<file path="config.mk">
export PLATFORM = sky130hd
export DESIGN_NAME = pipe_scroller
export DESIGN_NICKNAME = d
export VERILOG_FILES = /design/src/rtl/pipe_pkg.sv /design/src/rtl/pipe_scroller_tick_gen.sv /design/src/rtl/pipe_scroller.sv
export SDC_FILE = /design/constraint.sdc
export NUM_CORES = 1
export LEC_CHECK = 0
export CAP_MARGIN = 15
export CORE_ASPECT_RATIO = 0.6
export CORE_UTILIZATION = 43
export CTS_CLUSTER_DIAMETER = 50
export CTS_CLUSTER_SIZE = 14
export DETAILED_ROUTE_END_ITERATION = 8
export HOLD_SLACK_MARGIN = 0.15
export PLACE_DENSITY = 0.76
export SYNTH_ARGS = -nofsm -noshare
export SYNTH_HDL_FRONTEND = slang
export SYNTH_SLANG_ARGS = --single-unit
export TNS_END_PERCENT = 5
</file>
<file path="constraint.sdc">
create_clock -name clk -period 3.4 [get_ports clk]
set_clock_uncertainty 0.2 [all_clocks]
set_input_delay 0.68 -clock clk [delete_from_list [all_inputs] [get_ports clk]]
set_output_delay 0.68 -clock clk [all_outputs]
set_load 0.01 [all_outputs]
</file>
<file path="src/rtl/pipe_pkg.sv">
// Shared types and default sizing for the Flappy Bird pipe-field scroller.
package pipe_pkg;

   typedef enum logic [1:0] {
      IDLE,
      RUN,
      FROZEN
   } state_t;

   localparam int ROWS_DEF = 8;
   localparam int COLS_DEF = 16;
   localparam int SLOW_DEF = 256;
   localparam int FAST_DEF = 128;
   localparam int GAP_DEF  = 3;
   localparam int BIRD_DEF = 1;

endpackage

</file>
<file path="src/rtl/pipe_scroller_tick_gen.sv">
// Scroll-tick divider with a slow/fast period select.
module tick_gen
   import pipe_pkg::*;
#(
   parameter int SLOW_DIV = SLOW_DEF,
   parameter int FAST_DIV = FAST_DEF
) (
   input  logic clk,
   input  logic clr,
   input  logic run,
   input  logic fast,
   output logic tick
);

   localparam int CW = $clog2(SLOW_DIV);
   localparam logic [CW:0] SLOW_TOP = (CW + 1)'(SLOW_DIV - 1);
   localparam logic [CW:0] FAST_TOP = (CW + 1)'(FAST_DIV - 1);

   logic [CW-1:0] div_cnt;
   logic [CW:0]   top_val;

   assign top_val = fast ? FAST_TOP : SLOW_TOP;
   assign tick    = run & (div_cnt == '0);

   // Out-of-range counts after a switch to fast wrap straight to zero.
   always_ff @(posedge clk) begin
      if (clr) begin
         div_cnt <= '0;
      end else if (run) begin
         if ({1'b0, div_cnt} >= top_val) div_cnt <= '0;
         else div_cnt <= div_cnt + 1'b1;
      end
   end

endmodule

</file>
<file path="src/rtl/pipe_scroller.sv">
// Pipe-field scroller: shifts pipe columns left, inserts gaps,
// and reports collisions and scores at the bird column.
module pipe_scroller
   import pipe_pkg::*;
#(
   parameter int ROWS     = ROWS_DEF,
   parameter int COLS     = COLS_DEF,
   parameter int SLOW_DIV = SLOW_DEF,
   parameter int FAST_DIV = FAST_DEF,
   parameter int GAP      = GAP_DEF,
   parameter int BIRD_COL = BIRD_DEF
) (
   input  logic                 clk,
   input  logic                 reset,
   input  logic                 active,
   input  logic                 gameover,
   input  logic                 fast,
   input  logic                 pat_valid,
   input  logic [ROWS-1:0]      new_pattern,
   output logic                 pat_ready,
   input  logic [ROWS-1:0]      bird_row,
   output logic [COLS*ROWS-1:0] frame,
   output logic                 collide,
   output logic                 score_pulse
);

   localparam int GW = (GAP > 0) ? $clog2(GAP + 1) : 1;
   localparam logic [GW-1:0] GAP_LD = GW'(GAP);

   state_t          state;
   logic            tick;
   logic            take;
   logic [GW-1:0]   gap_cnt;
   logic [ROWS-1:0] col [COLS];
   logic [ROWS-1:0] entry;
   logic [ROWS-1:0] bird_col;

   // Mode follows the controls directly so a freeze or clear acts in-cycle.
   always_comb begin
      state = IDLE;
      if (reset & active) state = gameover ? FROZEN : RUN;
   end

   tick_gen #(
      .SLOW_DIV(SLOW_DIV),
      .FAST_DIV(FAST_DIV)
   ) u_tick (
      .clk (clk),
      .clr (state == IDLE),
      .run (state == RUN),
      .fast(fast),
      .tick(tick)
   );

   assign pat_ready = tick & (gap_cnt == '0);
   assign take      = pat_ready & pat_valid;
   assign entry     = take ? new_pattern : '0;
   assign bird_col  = col[BIRD_COL];
   assign collide   = (state != IDLE) & (|(bird_col & bird_row));

   always_ff @(posedge clk) begin
      if (state == IDLE) begin
         for (int c = 0; c < COLS; c++) col[c] <= '0;
         gap_cnt     <= '0;
         score_pulse <= 1'b0;
      end else begin
         score_pulse <= tick & (|bird_col) & ~collide;
         if (tick) begin
            for (int c = 0; c < COLS - 1; c++) col[c] <= col[c+1];
            col[COLS-1] <= entry;
            if (take) gap_cnt <= GAP_LD;
            else if (gap_cnt != '0) gap_cnt <= gap_cnt - 1'b1;
         end
      end
   end

   for (genvar c = 0; c < COLS; c++) begin : g_frame
      assign frame[c*ROWS +: ROWS] = col[c];
   end

endmodule

</file>
==> results.md <==
* Status: completed
* Area contributors post-synth: edfxtp_1 71%, and2_1 10%, and3_1 4.6%, dfxtp_1 4.1%, ha_1 0.93%
* TNS Setup at 0 ns
* Compound-gate portion of the synthesized area at 1.579%
* Max-cap viol count at 0
* CTS Root Cell: clkbuf_16
* Setup crit start kind: flip-flop
* DR pass1 iterations at 4
* Slew Limit Headroom at 55.23%
* Syn_area_per_cell at 15.48 um^2
* Share of the synthesized area in the top cell type at 71.34%
* Post-synthesis sequential area ratio at 75.43%
* Iter 0 DRT Violations at 187
* Post_cts resized at 0
* Max Freq at 0.3029 GHz
* CTS Sinks at 139
* Antenna violations before repair at 1
* Placer congestion estimate at 0.8533
* Yosys top cell by area: edfxtp_1
* Top-count cell post-synth: edfxtp_1
* DRT Wirelength at 11.59 mm
* Diodes inserted at 0
* Post-synthesis mux area share at 0%
* Initial core utilization at 44.38%
* Syn Nets at 374
* Fillers at 860
* Main combinational cell family by area after synthesis: simple AND/OR/NAND/NOR gates
* Largest net degree at the start of global routing at 87
* Clock slew at reported path FFs at 0.06 ns
* GRT overflow at 0
* XOR/XNOR Fraction of Synth Area at 1.138%
* Layout area overhead at 43.85%
* Port bufs at 152
* Adder-Cell Fraction of Synth Area at 0.9289%
* Die Ht at 88.71 um
* Primary FF master, synth: edfxtp_1
* Worst endpoint required time at 2.52 ns
* R2r setup slk at 0.60 ns
* Synth Register Bits at 139
* Hold crit path type: flip-flop to flip-flop
* Slowest stage delay, CP at 0.54 ns
* Max Slew Vio Count at 0
* Delay-heaviest family, CP: simple AND/OR/NAND/NOR gates
* Ports at 153
* Number of synthesized flops with an enable pin at 128
* Post-synthesis cell type count at 33
* Die W at 146.5 um
* H-tree lvl count at 4
* Synthesis Warnings at 0
* DRC Markers at 0
* Max Root-Sink Buffers at 2
* CP arrival at 2.42 ns
* ANT nets after route at 0
* Drt wl/cell at 16.80 um
* TritonCTS clock tree: yes
* Final Hold Vio Count at 0
* Crit-path slowest cell: clkdlybuf4s50_1
* Setup CP Type: flip-flop to output port
* Cell Rows at 31
* P per Cell Area at 550.3 mW/mm^2
* First-pass GRT wire length at 17.36 mm
* Vias per inst at 4.893
* Post-Synth Simple-Gate Area at 18.93%
* CTS Hold Bufs at 0
* Post-route setup slack at 0.09880 ns
* Ys async rst share at 0%
* Total CTS buffers at 17
* Die ar. at 0.01300 mm^2
* Hpwl dp at 7.855 mm
* Crit Path Max Fanout at 5
* Cell Chain, Critical Path: inv_1 > ha_1 > or4b_4 > nor4_4 > and2_1 > clkdlybuf4s50_1
* Min cycle time layout at 3.301 ns
* GRT Total Usage at 18.18%
* WP buf/inv at 2
* RR Startpoint: u_tick.div_cnt[0]$_SDFFE_PP0N_
* Fin crit share at 97.09%
* Placed Area at 0.007149 mm^2
* Worst setup EP type: output port
* Fin area at 0.007750 mm^2
* Clk_lat worst skew at 0.40 ns
* Worst Tran Pin Value at 0.6715 ns
* Unrepaired setup endpoints after global routing: no
* CP startpoint: u_tick.div_cnt[0]$_SDFFE_PP0N_
* Vias in the first global route at 3268
* Commonest cells in the netlist: 128 x edfxtp_1, 88 x and2_1, 40 x and3_1
* Mapped Area at 0.005388 mm^2
* Hold Startpoint: gap_cnt[0]$_SDFFE_PP0P_
* Core box area at 0.01214 mm^2
* Vias at 3376
* # setup viols final at 0
* Layout cells sized above 1 at 9.714%
* Post-CTS Setup Inserts at 0
* Post-Place Setup Slack at 0.1730 ns
* Final #Nets at 538
* Peak supply drop at 0.3762 mV
* Lkg Pwr at 0.003068 uW
* Post-Synthesis Cells at 348
-- worst register-to-register path, stage by stage (launching register included) --
cell and delay, ns:
dfxtp_1 0.35, inv_1 0.07, ha_1 0.17, or4b_4 0.49
nor4_4 0.23, buf_4 0.15, buf_4 0.50, and3_2 0.36
and2_1 0.15
-- kinds of logic (layout without fill, tap and decap cells) --
family | Yosys count | count (layout)
AND/OR/NAND/NOR | 163 | 163
XOR/XNOR | 7 | 7
buffers and inverters | 23 | 200
AO/OA/AOI/OAI | 12 | 12
flip-flops | 139 | 139
adder cells (fa/ha/maj) | 4 | 4
-- flip-flops by register name, summed over array words and instances (netlist names) --
signal and flops:
col 128, gap_cnt 2, score_pulse 1, u_tick.div_cnt 8
-- layer usage --
layer	global-route usage [%]	vias to the layer above	part of all wire [%]
li1	-	1588	-
met5	0	-	0
met3	7.216	7	10
met1	24.40	1631	44
met2	27.49	150	45
met4	5.398	0	0.48
-- final timing paths --
check                                                  to  depth (start not counted)
worst min register to register    gap_cnt[0]$_SDFFE_PP0P_                          1
worst max-delay path                            pat_ready                          6
worst max register to register  col[0][124]$_SDFFCE_PP0P_                          8
worst min-delay path              gap_cnt[0]$_SDFFE_PP0P_                          1
-- through the flow --
stage	std cells	power (uW)	util, %	hold slack, ns
floorplan	348	2180	-	0.2486
global placement	658	2444	58.89	0.2612
detailed placement	658	2448	58.89	0.2835
CTS	690	4296	63.84	0.2955
global route	690	4387	63.84	0.3148
finish	690	4265	63.84	0.3011
-- cell usage in the layout (no fill, tap or decap), types with 3 or more instances in the layout --
cell type and count:
clkdlybuf4s50_1 152, edfxtp_1 128, and2_1 88, and3_1 40, clkbuf_16 17, dfxtp_1 11, nor2_1 10, buf_4 8
inv_1 5, a22oi_1 4, a21oi_1 4, nor4_1 4, xnor2_1 4, ha_1 4, clkinvlp_4 4, nand3_1 3
xor2_1 3, bufinv_16 3, buf_12 3
-- layout make-up --
cell class | instances | area, um^2 | share of cell area, %
flip-flops and latches | 139 | 4064 | 52.44
repair buffers | 163 | 1642 | 21.18
multi-input cells | 186 | 1219 | 15.72
clock buffers | 18 | 429.2 | 5.538
well taps | 165 | 206.4 | 2.664
clock inverters | 14 | 171.4 | 2.212
inverters | 5 | 18.77 | 0.2422
-- power breakdown --
part / total (uW) / internal (uW) / switching [uW]
sequential: 2030 / 1970 / 58.6
clock: 1850 / 1160 / 697
combinational: 384 / 214 / 170
total: 4260 / 3340 / 926
(Power assumes the default switching activity.)
